**src/rtl/biu_constants_pkg.sv**
```systemverilog
// ---------------------------------------------------------------------------
// biu_constants_pkg
// Bus interface unit constants shared by the memory front-ends and the PMP
// checker. Provides the transfer-size encoding biu_size_t.
// ---------------------------------------------------------------------------
package biu_constants_pkg;

   typedef enum logic [2:0] {
      BYTE  = 3'b000,
      HWORD = 3'b001,
      WORD  = 3'b010,
      DWORD = 3'b011,
      QWORD = 3'b100
   } biu_size_t;

endpackage

```
**src/rtl/riscv_state_pkg.sv**
```systemverilog
// ---------------------------------------------------------------------------
// riscv_state_pkg
// Core-wide state types. Holds the PMP arbiter source encoding and the
// default instruction-starvation limit.
// ---------------------------------------------------------------------------
package riscv_state_pkg;

   typedef enum logic {
      SRC_DAT = 1'b0,
      SRC_INS = 1'b1
   } pmp_arb_src_t;

   localparam int unsigned PMP_ARB_STARVE_MAX = 4;

endpackage

```
**src/rtl/riscv_pmp_arb_sel.sv**
```systemverilog
// ---------------------------------------------------------------------------
// riscv_pmp_arb_sel
// Grant selection for the shared PMP checker. Combinational grants from the
// request pair plus the fairness state held here.
//
// Build option: RISCV_PMP_ARB_RR_EN
//   undefined : data has priority; instruction wins once it has lost
//               STARVE_MAX consecutive cycles while requesting.
//   defined   : strict round-robin between the two requesters.
//
// Ports
//   clk_i, rst_ni          clock, synchronous active-low reset
//   ins_req_i, dat_req_i   requests (ins_req_i already masked by flush)
//   ins_gnt_o, dat_gnt_o   one-hot-or-zero grants
// ---------------------------------------------------------------------------
module riscv_pmp_arb_sel
   import riscv_state_pkg::*;
#(
   parameter int unsigned STARVE_MAX = PMP_ARB_STARVE_MAX
)(
   input  logic clk_i,
   input  logic rst_ni,
   input  logic ins_req_i,
   input  logic dat_req_i,
   output logic ins_gnt_o,
   output logic dat_gnt_o
);

`ifdef RISCV_PMP_ARB_RR_EN

   // prio_q holds the requester that wins the next contested cycle, i.e. the
   // one that did not win the last grant. Resetting it to data makes data
   // win the first contested cycle after reset.
   pmp_arb_src_t prio_q, prio_d;

   always_comb begin
      ins_gnt_o = ins_req_i & (~dat_req_i | (prio_q == SRC_INS));
      dat_gnt_o = dat_req_i & ~ins_gnt_o;
      prio_d    = prio_q;
      if (ins_gnt_o)      prio_d = SRC_DAT;
      else if (dat_gnt_o) prio_d = SRC_INS;
   end

   always_ff @(posedge clk_i) begin
      if (!rst_ni) prio_q <= SRC_DAT;
      else         prio_q <= prio_d;
   end

`else

   logic [3:0] starve_q, starve_d;
   logic       starved;

   assign starved = (starve_q == 4'(STARVE_MAX));

   always_comb begin
      ins_gnt_o = ins_req_i & (~dat_req_i | starved);
      dat_gnt_o = dat_req_i & ~ins_gnt_o;
      starve_d  = '0;
      if (ins_req_i && dat_gnt_o)
         starve_d = starved ? starve_q : starve_q + 4'd1;
   end

   always_ff @(posedge clk_i) begin
      if (!rst_ni) starve_q <= '0;
      else         starve_q <= starve_d;
   end

`endif

endmodule

```
**src/rtl/riscv_pmp_arb.sv**
```systemverilog
// ---------------------------------------------------------------------------
// riscv_pmp_arb
// Shares one PMP checker between instruction fetch and data access.
// Pipeline: grant (cycle N) -> check stage drives checker (N+1) ->
// registered per-requester result (N+2). One check accepted per cycle.
//
// Build option: RISCV_PMP_ARB_RR_EN selects round-robin arbitration
// (see riscv_pmp_arb_sel); default is data priority with starvation limit.
//
// Ports
//   clk_i, rst_ni                      clock, synchronous active-low reset
//   ins_req/adr/size_i, ins_gnt_o      instruction request side
//   ins_valid_o, ins_exception_o       instruction result
//   dat_req/adr/size/we_i, dat_gnt_o   data request side
//   dat_valid_o, dat_exception_o       data result
//   ins_flush_i                        kill in-flight instruction checks
//   chk_*_o / chk_exception_i          PMP checker interface
// ---------------------------------------------------------------------------
module riscv_pmp_arb
   import biu_constants_pkg::*;
   import riscv_state_pkg::*;
#(
   parameter int          XLEN       = 32,
   parameter int          PLEN       = (XLEN == 32 ? 34 : 56),
   parameter int unsigned STARVE_MAX = PMP_ARB_STARVE_MAX
)(
   input  logic            clk_i,
   input  logic            rst_ni,

   input  logic            ins_req_i,
   input  logic [PLEN-1:0] ins_adr_i,
   input  biu_size_t       ins_size_i,
   output logic            ins_gnt_o,
   output logic            ins_valid_o,
   output logic            ins_exception_o,

   input  logic            dat_req_i,
   input  logic [PLEN-1:0] dat_adr_i,
   input  biu_size_t       dat_size_i,
   input  logic            dat_we_i,
   output logic            dat_gnt_o,
   output logic            dat_valid_o,
   output logic            dat_exception_o,

   input  logic            ins_flush_i,

   output logic            chk_req_o,
   output logic            chk_instruction_o,
   output logic [PLEN-1:0] chk_adr_o,
   output biu_size_t       chk_size_o,
   output logic            chk_we_o,
   input  logic            chk_exception_i
);

   logic ins_gnt, dat_gnt;

   // Flush suppresses the instruction grant; data may still win that cycle.
   riscv_pmp_arb_sel #(
      .STARVE_MAX (STARVE_MAX)
   ) u_sel (
      .clk_i     (clk_i),
      .rst_ni    (rst_ni),
      .ins_req_i (ins_req_i & ~ins_flush_i),
      .dat_req_i (dat_req_i),
      .ins_gnt_o (ins_gnt),
      .dat_gnt_o (dat_gnt)
   );

   assign ins_gnt_o = ins_gnt;
   assign dat_gnt_o = dat_gnt;

   // Stage 1: check
   logic            chk_req_q,  chk_req_d;
   pmp_arb_src_t    chk_src_q,  chk_src_d;
   logic [PLEN-1:0] chk_adr_q,  chk_adr_d;
   biu_size_t       chk_size_q, chk_size_d;
   logic            chk_we_q,   chk_we_d;

   always_comb begin
      chk_req_d  = ins_gnt | dat_gnt;
      chk_src_d  = SRC_DAT;
      chk_adr_d  = chk_adr_q;
      chk_size_d = chk_size_q;
      chk_we_d   = 1'b0;
      if (dat_gnt) begin
         chk_adr_d  = dat_adr_i;
         chk_size_d = dat_size_i;
         chk_we_d   = dat_we_i;
      end else if (ins_gnt) begin
         chk_src_d  = SRC_INS;
         chk_adr_d  = ins_adr_i;
         chk_size_d = ins_size_i;
      end
   end

   always_ff @(posedge clk_i) begin
      if (!rst_ni) begin
         chk_req_q  <= 1'b0;
         chk_src_q  <= SRC_DAT;
         chk_adr_q  <= '0;
         chk_size_q <= BYTE;
         chk_we_q   <= 1'b0;
      end else begin
         chk_req_q  <= chk_req_d;
         chk_src_q  <= chk_src_d;
         chk_adr_q  <= chk_adr_d;
         chk_size_q <= chk_size_d;
         chk_we_q   <= chk_we_d;
      end
   end

   assign chk_req_o         = chk_req_q;
   assign chk_instruction_o = (chk_src_q == SRC_INS);
   assign chk_adr_o         = chk_adr_q;
   assign chk_size_o        = chk_size_q;
   assign chk_we_o          = chk_we_q;

   // Stage 2: result. A flush kills the instruction entry leaving stage 1,
   // which covers the flush-versus-capture collision.
   logic ins_valid_q, ins_valid_d, ins_exc_q, ins_exc_d;
   logic dat_valid_q, dat_valid_d, dat_exc_q, dat_exc_d;

   always_comb begin
      ins_valid_d = chk_req_q & (chk_src_q == SRC_INS) & ~ins_flush_i;
      dat_valid_d = chk_req_q & (chk_src_q == SRC_DAT);
      ins_exc_d   = ins_valid_d & chk_exception_i;
      dat_exc_d   = dat_valid_d & chk_exception_i;
   end

   always_ff @(posedge clk_i) begin
      if (!rst_ni) begin
         ins_valid_q <= 1'b0;
         ins_exc_q   <= 1'b0;
         dat_valid_q <= 1'b0;
         dat_exc_q   <= 1'b0;
      end else begin
         ins_valid_q <= ins_valid_d;
         ins_exc_q   <= ins_exc_d;
         dat_valid_q <= dat_valid_d;
         dat_exc_q   <= dat_exc_d;
      end
   end

   assign ins_valid_o     = ins_valid_q;
   assign ins_exception_o = ins_exc_q;
   assign dat_valid_o     = dat_valid_q;
   assign dat_exception_o = dat_exc_q;

endmodule

```
**config.mk**
```make
export PLATFORM = sky130hd
export DESIGN_NAME = riscv_pmp_arb
export DESIGN_NICKNAME = d
export VERILOG_FILES = /design/src/rtl/biu_constants_pkg.sv /design/src/rtl/riscv_state_pkg.sv /design/src/rtl/riscv_pmp_arb_sel.sv /design/src/rtl/riscv_pmp_arb.sv
export SDC_FILE = /design/constraint.sdc
export NUM_CORES = 1
export LEC_CHECK = 0
export ABC_AREA = 1
export CORE_ASPECT_RATIO = 1.25
export CORE_UTILIZATION = 62
export CTS_CLUSTER_DIAMETER = 200
export DETAILED_ROUTE_END_ITERATION = 10
export DONT_BUFFER_PORTS = 1
export PLACE_DENSITY = 0.88
export RECOVER_POWER = 100
export SLEW_MARGIN = 20
export SYNTH_ARGS = -nofsm -noshare
export SYNTH_HDL_FRONTEND = slang
export SYNTH_HIERARCHICAL = 1
export SYNTH_SLANG_ARGS = --single-unit
```
**constraint.sdc**
```tcl
create_clock -name clk_i -period 2 [get_ports clk_i]
set_input_delay 0.5 -clock clk_i [delete_from_list [all_inputs] [get_ports clk_i]]
set_output_delay 0.5 -clock clk_i [all_outputs]
set_load 0.005 [all_outputs]
```
==> summary.txt <==
CLOCKING
---------------------------------------------------------------------------
Clock insertion delay at the later pin of the skew report            300 ps
CTS Sinks                                                                48
Total clock buffers created by CTS                                        5
Clock Root Buffer                                              sky130_fd_sc_hd__clkbuf_8
H-tree lvl count                                                          2
TritonCTS clock tree                                                   done
CTS clk-pin slew, worst paths                                         80 ps
Bufs on Longest Clock Path                                                2

STA
---------------------------------------------------------------------------
Post-Route Setup TNS                                                   0 ps
Final period util                                                     95.6%
Number of failing hold endpoints at the final stage                       0
RSZ-0062 raised after global routing                                     no
Minimum period implied by the final worst setup slack               1910 ps
Final setup violation count                                               0
Relative slew slack                                                   76.9%
Slew at the pin with the worst max-slew slack                        345 ps
Slew Viols, Final                                                         0
Post-route clock skew                                               1.55 ps
Fmax                                                                523 MHz

LAYOUT
---------------------------------------------------------------------------
Final Net Count                                                         408
Share of cells above drive strength 1                                 8.59%
Number of inserted filler cells in the final layout                     296
Count of antenna diodes in the layout                                     0
Area Overhead vs Synth                                                8.36%
Post-layout instance count excluding filler cells                       363

POWER
---------------------------------------------------------------------------
Share of total power in sequential cells                              57.0%
Largest vdd supply drop                                              552 uV
Internal Dissipation                                                1.38 mW
Comb pwr share                                                        11.8%
Share of total power in the clock network                             31.2%
Power spent charging and discharging nets                            463 uW
Switching part of the total                                           25.2%
PD cells                                                         772 mW/mm2
Static leakage                                                      1.26 nW
Total Power                                                         1.84 mW

DETAILED ROUTING
---------------------------------------------------------------------------
DRT iter0 DRCs                                                          106
Detailed Route WL                                                   4870 um
Post-DR vias/cell                                                      5.48
Antenna Violating Nets Remaining                                          0
Final routed wire length divided by cell count                      13.4 um
Post-route DRC                                                            0
Overall via count from detail_route                                   1,991
Number of iterations in the first detailed-routing pass                   4

YOSYS
---------------------------------------------------------------------------
Post-Syn Instances                                                      326
Share of flip-flops with an asynchronous set or reset                    0%
Cell variety after synth                                                 22
Synth Area per Inst                                                6.75 um2
Post-synth EDFFs                                                          0
Synth Register Bits                                                      48
Number of warning messages in the yosys log                               6
Syn Nets                                                                409
Area of the mapped netlist                                      0.00220 mm2
Sequential area share after synthesis                                 43.7%
Predominant post-synthesis flop cell                           sky130_fd_sc_hd__dfxtp_1

WORST SETUP PATH
---------------------------------------------------------------------------
Register-to-Register Path Depth                                          12
Delay-heaviest family, CP                                        flip-flops
Data required time at the worst endpoint                            1500 ps
Worst-path fanout max                                                    12
Biggest cell delay along the critical path                           370 ps
Reg-to-Reg Start                                               u_sel/starve_q[0]
Crit-path cells                                                inv_2 -> ha_4 -> nand3_4 -> a21oi_4 -> nor2_4 -> buf_6
Buf/Inv on CP                                                             2
Crit path DAT                                                       1410 ps
R2R Path End                                                   chk_adr_o[8]
Reg2Reg Setup Slack                                                  190 ps
Critical path startpoint category                                 flip-flop
Cell at the slowest stage of the critical path                 sky130_fd_sc_hd__dfxtp_4
Setup Crit Path Kind                                             reg -> out
Critical Path End Type                                         primary output

FLOORPLAN
---------------------------------------------------------------------------
Die W                                                               55.3 um
Initial core utilization                                              66.5%
Io pins                                                                 127
Area of the die                                                 0.00379 mm2
Vertical die dimension                                              68.6 um
Area of the placeable core                                      0.00331 mm2
Number of placement rows                                                 23

PLACEMENT
---------------------------------------------------------------------------
Final estimated routing congestion in global placement                0.819
Cell total after placement                                              349
Count of buffers from port buffering                                      0
DP HPWL                                                             3220 um

HOLD PATH
---------------------------------------------------------------------------
Cell depth of the worst min-delay path                                    2
Hold worst-path end                                                chk_we_o
Path type of the worst min-delay path                             in -> reg
Hold_sp                                                            dat_we_i

GLOBAL ROUTING
---------------------------------------------------------------------------
Overall fraction of global-route tracks in use                        23.5%
Via count of the first global-routing pass                            1,634
Global-route wire length before repair                              6930 um
Maximum number of pins on one net before global-route repair             38
GR Overflow Total                                                         0
Antenna violations before repair                                          0

JOB
---------------------------------------------------------------------------
Number of maximum-capacitance constraint violations                       0

OUTCOME
---------------------------------------------------------------------------
Run status                                                     complete, no violations

[synth_stat cells, types with 2 or more instances]
cell                        n  area (um2)
sky130_fd_sc_hd__ha_1       2        25.0
sky130_fd_sc_hd__nand2_1  121         454
sky130_fd_sc_hd__buf_2     10        50.1
sky130_fd_sc_hd__dfxtp_1   48         961
sky130_fd_sc_hd__nor2_1    10        37.5
sky130_fd_sc_hd__a21oi_1    2        10.0
sky130_fd_sc_hd__buf_4      4        30.0
sky130_fd_sc_hd__nor3_1     2        10.0
sky130_fd_sc_hd__nand3_1   71         355
sky130_fd_sc_hd__inv_1     42         158
sky130_fd_sc_hd__buf_1      3        11.3
[timing repair]
item                       in CTS  in global routing
resized for setup               6                  4
pin swaps                       2                  5
setup buffers                   1                  3
hold endpoints to repair        0                  0
gates cloned                    0                  2
hold buffers                    0                  0
setup endpoints to repair       1                 37
[worst max path at each step]
stage                                 start  cells after the start  slack, ps       endpoint
after CTS                 u_sel/starve_q[1]                      6         10      dat_gnt_o
after detailed placement  u_sel/starve_q[0]                      6        100      dat_gnt_o
after global placement    u_sel/starve_q[0]                      6        150      dat_gnt_o
final                     u_sel/starve_q[0]                      6         90      dat_gnt_o
after floorplan           u_sel/starve_q[0]                     12        320  chk_adr_o[13]
after global routing      u_sel/starve_q[0]                      6         10      dat_gnt_o
[registers in the layout, indices dropped and copies added (netlist names)]
name / count
ins_valid_o: 1
chk_we_o: 1
chk_instruction_o: 1
chk_size_o: 3
u_sel/starve_q: 4
dat_exception_o: 1
dat_valid_o: 1
chk_req_o: 1
chk_adr_o: 34
ins_exception_o: 1
[power by group through the flow]
| stage | Sequential, mW | Clock [mW] | Combinational [mW] |
|---|---|---|---|
| floorplan | 1.06 | 0 | 0.177 |
| global placement | 1.07 | 0 | 0.189 |
| detailed placement | 1.07 | 0 | 0.195 |
| CTS | 1.05 | 0.585 | 0.199 |
| global route | 1.06 | 0.633 | 0.249 |
| finish | 1.05 | 0.574 | 0.217 |
[final cells by class]
cell class	instances	area, um2	area share (%)
Clock buffer	8	90.1	3.78
Inverter	44	173	7.24
Timing Repair Buffer	9	101	4.25
Sequential cell	48	966	40.5
Multi-Input combinational cell	217	1010	42.3
Tap cell	37	46.3	1.94
[kinds of logic after synthesis]
group / Yosys count / share of synthesized area, %
compound gates: 3 / 0.853
simple gates: 210 / 41.7
fa+ha+maj: 2 / 1.14
flops: 48 / 43.7
xor+xnor: 1 / 0.398
buf+inv: 62 / 12.3
[worst reg2reg max path: stages (launching register included)]
cell                      delay, ps
sky130_fd_sc_hd__dfxtp_4        370
sky130_fd_sc_hd__inv_2           70
sky130_fd_sc_hd__ha_4           150
sky130_fd_sc_hd__nand3_4         90
sky130_fd_sc_hd__a21oi_4        220
sky130_fd_sc_hd__nor2_4          60
sky130_fd_sc_hd__buf_4          190
sky130_fd_sc_hd__nor2_1         210
sky130_fd_sc_hd__buf_12         180
sky130_fd_sc_hd__nand2_1         60
sky130_fd_sc_hd__nand3_1         70
sky130_fd_sc_hd__nand2_1         50
sky130_fd_sc_hd__inv_1           40
[through the flow]
stage          area (um2)  setup slack [ps]  hold WS (ps)  utilization [%]
3_3_place_gp         2200               155           463             66.5
3_5_place_dp         2200               103           464             66.5
2_1_floorplan        2200               322           440                -
5_1_grt              2380              9.56           290             72.1
6_report             2380              88.4           308             72.1
4_1_cts              2320              12.6           297             70.2
[cell usage in the layout, fill, tap and decap left out]
| cell type | count |
|---|---|
| sky130_fd_sc_hd__nand2_1 | 121 |
| sky130_fd_sc_hd__nand3_1 | 71 |
| sky130_fd_sc_hd__dfxtp_1 | 46 |
| sky130_fd_sc_hd__inv_1 | 40 |
| sky130_fd_sc_hd__nor2_1 | 10 |
| sky130_fd_sc_hd__clkbuf_8 | 6 |
| sky130_fd_sc_hd__buf_4 | 6 |
| sky130_fd_sc_hd__inv_2 | 3 |
| sky130_fd_sc_hd__nor3_1 | 2 |
| sky130_fd_sc_hd__clkbuf_1 | 2 |
| sky130_fd_sc_hd__a21oi_1 | 2 |
| sky130_fd_sc_hd__nor2_8 | 1 |
| sky130_fd_sc_hd__inv_8 | 1 |
| sky130_fd_sc_hd__nor3_2 | 1 |
| sky130_fd_sc_hd__nor2_2 | 1 |
| sky130_fd_sc_hd__nand3b_1 | 1 |
| sky130_fd_sc_hd__clkbuf_16 | 1 |
| sky130_fd_sc_hd__buf_6 | 1 |
| sky130_fd_sc_hd__buf_12 | 1 |
| sky130_fd_sc_hd__nand3_4 | 1 |
| sky130_fd_sc_hd__a21oi_4 | 1 |
| sky130_fd_sc_hd__nor2_4 | 1 |
| sky130_fd_sc_hd__xnor2_1 | 1 |
| sky130_fd_sc_hd__nand4_1 | 1 |
| sky130_fd_sc_hd__ha_4 | 1 |
| sky130_fd_sc_hd__ha_1 | 1 |
| sky130_fd_sc_hd__dfxtp_4 | 1 |
| sky130_fd_sc_hd__dfxtp_2 | 1 |
[layer usage]
layer	GRT usage (%)	vias to the layer above	share of wire, %
met5	0	-	0
met4	7.81	0	1.8
met3	10.3	9	10
met2	41.3	113	49
met1	25.8	863	39
li1	-	1006	-
(Power assumes the default switching activity.)
